<file path="src/rtl/serial_pair_tx.sv">
// Parallel-load, two-lane serialiser: shifts an operand pair out one bit per
// cycle with frame markers, a pause input and a one-cycle completion pulse.
module serial_pair_tx #(
    parameter int unsigned WIDTH     = 8,
    parameter int unsigned MSB_FIRST = 1
) (
    input  logic             clk,
    input  logic             reset,
    input  logic             load_valid,
    output logic             load_ready,
    input  logic [WIDTH-1:0] a_in,
    input  logic [WIDTH-1:0] b_in,
    input  logic             hold,
    output logic             a_bit,
    output logic             b_bit,
    output logic             bit_valid,
    output logic             first_bit,
    output logic             last_bit,
    output logic             done
);

    localparam int unsigned   CW   = $clog2(WIDTH);
    localparam logic [CW-1:0] LAST = CW'(WIDTH - 1);

    typedef enum logic [1:0] {
        IDLE,
        SHIFT,
        DONE
    } state_t;

    state_t           state;
    logic [CW-1:0]    cnt;
    logic [WIDTH-1:0] word_a;
    logic [WIDTH-1:0] word_b;
    logic             held_a;
    logic             held_b;

    logic [CW-1:0]    idx;
    logic             cur_a;
    logic             cur_b;
    logic             shifting;
    logic             advance;

    always_comb begin
        idx   = (MSB_FIRST != 0) ? (LAST - cnt) : cnt;
        cur_a = word_a[idx];
        cur_b = word_b[idx];
    end

    assign shifting = (state == SHIFT);
    assign advance  = shifting & ~hold;

    // While paused the lanes show the last bit pair actually presented.
    assign a_bit      = shifting & (hold ? held_a : cur_a);
    assign b_bit      = shifting & (hold ? held_b : cur_b);
    assign bit_valid  = advance;
    assign first_bit  = advance & (cnt == '0);
    assign last_bit   = advance & (cnt == LAST);
    assign load_ready = (state == IDLE);
    assign done       = (state == DONE);

    always_ff @(posedge clk) begin
        if (!reset) begin
            state  <= IDLE;
            cnt    <= '0;
            word_a <= '0;
            word_b <= '0;
            held_a <= 1'b0;
            held_b <= 1'b0;
        end else begin
            case (state)
                IDLE: begin
                    if (load_valid) begin
                        word_a <= a_in;
                        word_b <= b_in;
                        cnt    <= '0;
                        held_a <= 1'b0;
                        held_b <= 1'b0;
                        state  <= SHIFT;
                    end
                end
                SHIFT: begin
                    if (!hold) begin
                        held_a <= cur_a;
                        held_b <= cur_b;
                        if (cnt == LAST) begin
                            state <= DONE;
                        end else begin
                            cnt <= cnt + 1'b1;
                        end
                    end
                end
                DONE: begin
                    state <= IDLE;
                end
                default: begin
                    state <= IDLE;
                end
            endcase
        end
    end

endmodule

</file>
<file path="config.mk">
export PLATFORM = sky130hd
export DESIGN_NAME = serial_pair_tx
export DESIGN_NICKNAME = d
export VERILOG_FILES = /design/src/rtl/serial_pair_tx.sv
export SDC_FILE = /design/constraint.sdc
export NUM_CORES = 1
export LEC_CHECK = 0
export BUFFER_PORTS_ARGS = -buffer_cell sky130_fd_sc_hd__buf_4
export CAP_MARGIN = 5
export CELL_PAD_IN_SITES_DETAIL_PLACEMENT = 0
export CELL_PAD_IN_SITES_GLOBAL_PLACEMENT = 1
export CORE_MARGIN = 4
export CORE_UTILIZATION = 29
export DETAILED_ROUTE_END_ITERATION = 7
export PLACE_DENSITY = 0.59
export SLEW_MARGIN = 20
export SYNTH_ARGS = -nofsm -noshare
export SYNTH_HDL_FRONTEND = slang
export SYNTH_SLANG_ARGS = --single-unit
</file>
<file path="constraint.sdc">
create_clock -name clk -period 2 [get_ports clk]
set_input_delay 0.4 -clock clk [delete_from_list [all_inputs] [get_ports clk]]
set_output_delay 0.4 -clock clk [all_outputs]
set_load 0.005 [all_outputs]
</file>
# Word level (Yosys, flattened, before mapping)
# Cells that the tools add are included.
[word_totals] ff_bits=23
[classes] addsub=2 n_reduce_logical=7 muxes=17 order_cmp=1 n_eq_ne=7 bitwise=6
[op_table] operator="$mux 3" count=3
[op_table] operator="$bmux 1 s3" count=2
[op_table] operator="$mux 2" count=3
[op_table] operator="$ne 2x2->1 const B" count=3
[op_table] operator="$pmux 3 s2" count=1
[op_table] operator="$and 1x1->1" count=5
[op_table] operator="$mux 1" count=5
[op_table] operator="$lt 3x4->1 const B" count=1
[op_table] operator="$pmux 1 s2" count=2
[op_table] operator="$pmux 2 s2" count=1
[op_table] operator="$reduce_and 2->1" count=2
[op_table] operator="$reduce_and 4->1" count=1
[op_table] operator="$add 3x1->3 const B" count=1
[op_table] operator="$eq 3x3->1 const B" count=1
[op_table] operator="$logic_not 3->1" count=1
[op_table] operator="$reduce_and 3->1" count=1
[op_table] operator="$sub 3x3->3 const A" count=1
[op_table] operator="$eq 2x1->1 const B" count=1
[op_table] operator="$eq 2x2->1 const B" count=1
[op_table] operator="$logic_not 2->1" count=1
[op_table] operator="$ne 2x1->1 const B" count=1
[op_table] operator="$reduce_bool 2->1" count=1
[op_table] operator="$not 1->1" count=1

# Longest topological paths before layout
# Gate-level depths: netlist of the first run.
[logic_depth] ltp_word=5 ltp_mapped=6 mapped_depth_nobuf=6

# Worst setup path before layout of the first run
# Ideal clock, no wire load.
[synth_path] path_type="flip-flop to output port" from="register cnt[0]" to="output b_bit" slack_ps=416 stages_incl_launch_ff=6 t_arrival_ps=1184 required_ps=1600 path_cell_list="dfxtp_1 -> buf_6 -> mux2_1 -> o22ai_1 -> nor3_1 -> o21a_1"
[synth_via] elab_chain_len=5
[synth_rtl] element="start, declared" line="32" source="logic [CW-1:0] cnt;"
[synth_rtl] element="start signal, assigned" line="89" source="cnt <= cnt + 1'b1;"
[synth_rtl] element="$sub 3x3->3" line="45" source="idx = (MSB_FIRST != 0) ? (LAST - cnt) : cnt;"
[synth_rtl] element="$bmux 1 s3" line="47" source="cur_b = word_b[idx];"
[synth_rtl] element="$mux 1 (implied by the code)" line="47"
[synth_rtl] element="$mux 1"
[synth_rtl] element="$and 1x1->1" line="55" source="assign b_bit = shifting & (hold ? held_b : cur_b);"
[synth_rtl] element="end, declared" line="15" source="output logic b_bit,"
# No other way between the ends. The select of a mux whose other input is x is not followed.

# Final worst setup path of the first run
[layout_path] from="register cnt[0]" to="output a_bit"
[layout_via] elab_chain_len=5
[layout_rtl] element="$sub 3x3->3" line="45"
[layout_rtl] element="$bmux 1 s3" line="46" source="cur_a = word_a[idx];"
[layout_rtl] element="$mux 1 (implied by the code)" line="46"
[layout_rtl] element="$mux 1"
[layout_rtl] element="$and 1x1->1" line="54" source="assign a_bit = shifting & (hold ? held_a : cur_a);"
[layout_rtl] element="end, declared" line="14" source="output logic a_bit,"
# No other way between the ends. The select of a mux whose other input is x is not followed.

==> impl_metrics.py, run 1 <==
metrics = {
    "run_status": {
        "status": "finished with violations",
        "violations": "setup timing",
    },
    "synth": {
        "avgSynthCellArea_um2": 8.582,
        "synth_nets": 158,
        "netlist_instances": 135,
        "synth-adder-area-share_pct": 3.240,
        "synthSimpleGateAreaFrac_pct": 24.95,
        "synth_top_area_share_pct": 39.74,
        "synth_top_family_by_area": "simple AND/OR/NAND/NOR gates",
        "synth-xor-area-share_pct": 0,
        "synth_warnings": 0,
        "synth-seq-area-share_pct": 39.74,
        "yosysTopAreaCell": "dfxtp_1",
        "synthMuxAreaShare_pct": 5.076,
        "mappedNetlistArea_um2": 1159,
        "yosys-top-cells-area": "dfxtp_1, nand2_1, a21boi_0",
        "synth_cell_types": 36,
        "ys_ff_latch": 23,
        "synth_compound_area_share_pct": 21.81,
    },
    "pwr": {
        "ir_worst_vdd_mv": 0.1984,
        "p_leak_uw": 0.0006325,
        "p_per_area_nw_per_um2": 627.8,
    },
    "timing": {
        "finalSetupViolCount": 1,
        "holdWs_ns": 0.3846,
        "fin_tns_setup_ns": -0.01598,
        "setup_ws_ns": -0.01598,
        "rsz0062_at_grt": "true",
        "fmax_ghz": 0.4960,
        "slew_violations": 0,
        "clock_skew_ns": 0.001018,
        "slew_headroom_pct": 63.57,
        "tightest_slew_ns": 0.5465,
        "fin_crit_sh_pct": 100.8,
        "fin_crit_ns": 2.016,
        "hold_viol_final": 0,
    },
    "setup_path": {
        "cp-end-kind": "output port",
        "critPathMaxStageDelay_ns": 0.40,
        "criticalPathCategory": "flop to output port",
        "crit_fanout": 7,
        "path_cells": "mux2_1 > o22ai_1 > nor3_1 > o21a_1 > buf_4",
        "slowest_stage": "dfxtp_4",
        "cp.arrival_ns": 1.62,
        "worst_setup_path_start_kind": "flop",
        "cp.required_ns": 1.60,
    },
    "global_route": {
        "top_usage_layer": "met2",
        "gr-total-overflow": 0,
        "grt_pass1_wl_um": 4685,
        "grt_max_degree": 25,
        "grt_use_met3_pct": 2.131,
        "use_met1_pct": 14.81,
        "grt_pass1_vias": 1038,
        "grt_antenna_before_repair": 0,
        "grtUsageTotal_pct": 11.57,
        "use_met2_pct": 18.47,
    },
    "flow_run": {
        "cap_viol_max_count": 0,
    },
    "cts": {
        "cts-htree-levels": 1,
        "ctsHoldBuffers": 0,
        "path_clk_slew_ns": 0.08,
        "cts.path.max_buffers": 2,
        "cts_tree": "yes",
        "insertion_delay_ns": 0.26,
        "cts.sinks": 23,
        "cts_made_buffers": 3,
        "clock-root-buffer": "clkbuf_8",
    },
    "die": {
        "placementRows": 22,
        "io_pins": 27,
        "fp.dieH_um": 71.21,
        "die_x_um": 71.21,
        "start_util_pct": 30.72,
        "die-area_um2": 5070,
        "core_area_um2": 3771,
    },
    "place": {
        "gp_congestion": 0.7744,
        "dp_hpwl_um": 2057,
        "dpl_cell_area_um2": 1388,
        "io_buffer_count": 26,
        "pre_cts_slack_ns": 0.08058,
    },
    "layout": {
        "final_cell_mix": "nand2_1, buf_4, dfxtp_1, a21boi_0, nor2b_1",
        "fin_area_um2": 1518,
        "mostFrequentLayoutCell": "nand2_1",
        "multi_input_area_um2": 678.2,
        "drive_gt1_share_pct": 32.12,
        "area_delta_synth_final_pct": 30.99,
        "fillCellCount": 380,
        "fin_nets": 189,
        "antenna_cells": 0,
        "final-seq-area_um2": 466.7,
    },
    "routing": {
        "avgViaCountPerCell": 4.822,
        "wire_per_inst_um": 13.04,
        "drtIter0Drc": 25,
        "via_count": 1027,
        "dr.pass1.iters": 4,
        "drc_errors": 0,
        "postRouteAntennaNets": 0,
        "routed_wl_um": 2778,
    },
    "worst_hold_path": {
        "holdCritPathClass": "primary input to flop",
    },
}
metrics by stage:
| step | utilization [%] | total power (uW) | instances |
|---|---|---|---|
| 4_1_cts | 39.15 | 958.8 | 213 |
| 5_1_grt | 40.25 | 999.1 | 213 |
| 2_1_floorplan | - | 595.9 | 135 |
| 3_5_place_dp | 36.80 | 656.5 | 204 |
| 6_report | 40.25 | 952.8 | 213 |
| 3_3_place_gp | 36.80 | 652.1 | 204 |
sequential cells by signal (all words and copies together), names as in the netlist:
register and flops:
held_a 1, word_a 8, cnt 3, word_b 8, state 2, held_b 1
power breakdown:
part / switching, uW / internal (uW)
combinational: 74.9 / 85.7
sequential: 19.0 / 481
clock: 153 / 139
path summary, 6_finish.rpt:
kind / from / endpoint / slack, ns / depth (start not counted)
setup reg to reg: cnt[0] / held_b / 0.06 / 10
hold / removal: a_in[3] / word_a[3] / 0.38 / 3
hold reg to reg: word_a[7] / word_a[7] / 0.47 / 2
setup / recovery: cnt[0] / a_bit / -0.02 / 5
worst max-delay path, delay by kind of cell (launching register included):
kind / cells / cell delay [ns]
multiplexers: 1 / 0.33
flip-flops: 1 / 0.40
buffers and inverters: 1 / 0.13
AND/OR/NAND/NOR: 1 / 0.12
AO/OA/AOI/OAI: 2 / 0.37
cells by family after synthesis:
family | after synthesis
and+or+nand+nor | 59
AOI/OAI and AO/OA | 33
DFF | 23
buffers and inverters | 12
muxes | 5
adders and majority gates | 3
area by class of cell:
class                           instances  area share [%]
Multi-Input combinational cell        100           44.68
Sequential cell                        23           30.75
Timing Repair Buffer                   33           16.32
Tap cell                               48           3.957
Clock buffer                            3           2.721
Inverter                                5           1.237
Clock inverter                          1          0.3298
cells in the mapped netlist:
cell / n
nor4b_1: 1
nor3_1: 3
a22oi_1: 2
mux2_1: 2
a21oi_1: 2
a21boi_0: 16
clkbuf_1: 2
buf_6: 1
clkbuf_2: 1
o22ai_1: 2
inv_1: 5
a32o_1: 2
nor2b_1: 7
buf_2: 2
or2b_1: 1
mux2_4: 1
and2_1: 4
and2_2: 2
buf_4: 1
and2b_4: 1
o21bai_1: 2
mux2i_1: 1
and3_1: 1
nand2b_1: 2
a2111oi_2: 1
nor3b_1: 1
nor2_2: 1
a211oi_1: 2
mux2_2: 1
dfxtp_1: 23
o21ai_0: 1
o21a_1: 2
nor2_1: 1
a2111oi_1: 1
nand2_1: 34
ha_1: 3
routing by layer:
layer  part of all wire, %  vias up
met1                    46      483
met4                   2.0        0
met2                    49       18
met3                   3.1        6
met5                     0        -
li1                      -      520
timing repair:
action | 4_1_cts | 5_1_grt
buffers inserted | 5 | 0
setup endpoints to repair | 3 | 4
gates resized for setup | 3 | 8
pin swaps | 2 | 0
Note: power is estimated with default switching activity, not from simulation.
==> run 2: changes to the inputs <==
Settings changed: CORE_UTILIZATION 29 to 38, PLACE_DENSITY 0.59 to 0.75.
==> impl_metrics.py, run 2 (synthesis gave the netlist of run 1 again) <==
metrics = {
    "timing": {
        "rsz0062_at_grt": "true",
        "clock_skew_ns": 0.01008,
        "fin_crit_ns": 2.057,
        "holdWs_ns": 0.3230,
        "hold_viol_final": 0,
        "fmax_ghz": 0.4862,
        "slew_violations": 0,
        "slew_headroom_pct": 62.56,
        "fin_crit_sh_pct": 102.8,
        "setup_ws_ns": -0.05663,
        "finalSetupViolCount": 2,
        "tightest_slew_ns": 0.5616,
    },
    "setup_path": {
        "rr_endpoint": "held_b",
        "critPathMaxStageDelay_ns": 0.40,
        "cp.arrival_ns": 1.66,
        "crit_fanout": 6,
        "cp-end-kind": "output port",
        "r2r_setup_slack_ns": 0.04,
        "timing.rr.start": "cnt[0]",
        "path_cells": "buf_6 > mux2_4 > o22ai_2 > nor3_2 > o21a_1 > buf_4",
        "criticalPathCategory": "flop to output port",
        "crit_end": "a_bit",
        "r2r_cells": 10,
        "slowest_stage": "dfxtp_4",
        "worst_setup_path_start_kind": "flop",
        "cp.required_ns": 1.60,
        "startpoint": "cnt[0]",
    },
    "layout": {
        "area_delta_synth_final_pct": 32.61,
        "fin_nets": 192,
        "stdcell_count": 199,
        "antenna_cells": 0,
        "drive_gt1_share_pct": 33.93,
        "fin_area_um2": 1536,
        "reg_top3": "word_a (8), word_b (8), cnt (3)",
        "final_cell_mix": "nand2_1, buf_4, dfxtp_1, a21boi_0, nor2b_1",
    },
    "run_status": {
        "status": "finished with violations",
        "violations": "setup timing",
    },
    "pwr": {
        "p_sw_share_pct": 26.57,
        "intPower_uw": 651.6,
        "p_leak_uw": 0.0006459,
        "p_comb_share_pct": 19.4,
        "ir_worst_vdd_mv": 0.3230,
        "power.switching_uw": 235.8,
        "seqPwrFrac_pct": 56.2,
        "clkPwrFrac_pct": 24.4,
        "p_per_area_nw_per_um2": 577.6,
    },
    "place": {
        "dp_hpwl_um": 1766,
        "dpl_cell_area_um2": 1351,
        "gp_congestion": 0.8025,
        "place_inst": 185,
        "io_buffer_count": 26,
    },
    "cts": {
        "clock-root-buffer": "clkbuf_4",
        "insertion_delay_ns": 0.31,
        "cts_tree": "yes",
        "cts_made_buffers": 3,
        "cts.sinks": 23,
        "path_clk_slew_ns": 0.13,
        "cts.path.max_buffers": 2,
        "ctsHoldBuffers": 0,
        "cts-htree-levels": 1,
    },
    "flow_run": {
        "cap_viol_max_count": 0,
    },
    "routing": {
        "wire_per_inst_um": 13.21,
        "postRouteAntennaNets": 0,
        "drc_errors": 0,
        "avgViaCountPerCell": 4.945,
        "routed_wl_um": 2628,
        "via_count": 984,
        "dr.pass1.iters": 4,
        "drtIter0Drc": 32,
    },
    "global_route": {
        "grtUsageTotal_pct": 14.61,
        "grt_pass1_vias": 1004,
        "grt_pass1_wl_um": 4636,
        "grt_antenna_before_repair": 0,
        "gr-total-overflow": 0,
        "grt_max_degree": 25,
    },
    "die": {
        "io_pins": 27,
        "placementRows": 19,
        "die-area_um2": 3996,
        "start_util_pct": 40.96,
        "core_area_um2": 2829,
        "fp.dieH_um": 63.22,
        "die_x_um": 63.22,
    },
    "worst_hold_path": {
        "holdCritPathClass": "primary input to flop",
    },
}
## run 2: how the worst min path moves through the flow
stage	start	end	slack, ns	cells past startpoint
after floorplan	word_a[4]	word_a[4]	0.44	2
after global placement	held_a	held_a	0.45	1
after detailed placement	word_b[3]	word_b[3]	0.46	2
after CTS	a_in[4]	word_a[4]	0.32	3
after global routing	a_in[4]	word_a[4]	0.31	3
final	a_in[4]	word_a[4]	0.32	3
## run 2: final cells by class
| type | instances | area [um^2] |
|---|---|---|
| tap | 31 | 38.79 |
| inverter | 5 | 18.77 |
| timing repair buffer | 36 | 271.5 |
| fill | 274 | 1292 |
| sequential | 23 | 469.2 |
| clock buffer | 4 | 26.28 |
| multi-input combinational | 100 | 711.9 |
## run 2: timing repair
action | in CTS | in global routing
pin swaps | 5 | 1
gates resized for setup | 17 | 2
endpoints found under the setup margin | 4 | 5
buffers inserted | 10 | 0
## run 2: critical path, delay by kind of cell (launching register included)
family                 cells  cell delay, ns
AND/OR/NAND/NOR            1            0.06
AO/OA/AOI/OAI              2            0.34
multiplexers               1            0.30
buffers and inverters      2            0.24
flip-flops                 1            0.40
## run 2: power by group through the flow
stage | logic, uW | registers, uW | clock network [uW]
2_1_floorplan | 93.0 | 503 | 0
3_3_place_gp | 137 | 511 | 0
3_5_place_dp | 140 | 511 | 0
4_1_cts | 173 | 499 | 233
5_1_grt | 195 | 502 | 248
6_report | 172 | 499 | 217
## run 2: routing by layer
layer | GRT usage, % | vias to the layer above | part of all wire (%)
met5 | 0 | - | 0
met2 | 22.92 | 15 | 47
met3 | 4.618 | 2 | 4.3
met1 | 19.28 | 442 | 47
li1 | - | 525 | -
met4 | 4.043 | 0 | 0.91
## run 2: metrics by stage
step	worst slack (ns)	setup TNS, ns	utilization [%]	total power [uW]
after floorplan	0.4159	0	-	595.9
after global placement	0.08682	0	47.77	648.0
after detailed placement	0.02368	0	47.77	651.3
after CTS	-0.06691	-0.1002	54.05	904.0
after global routing	-0.1361	-0.3230	54.31	945.5
final	-0.05663	-0.09563	54.31	887.4
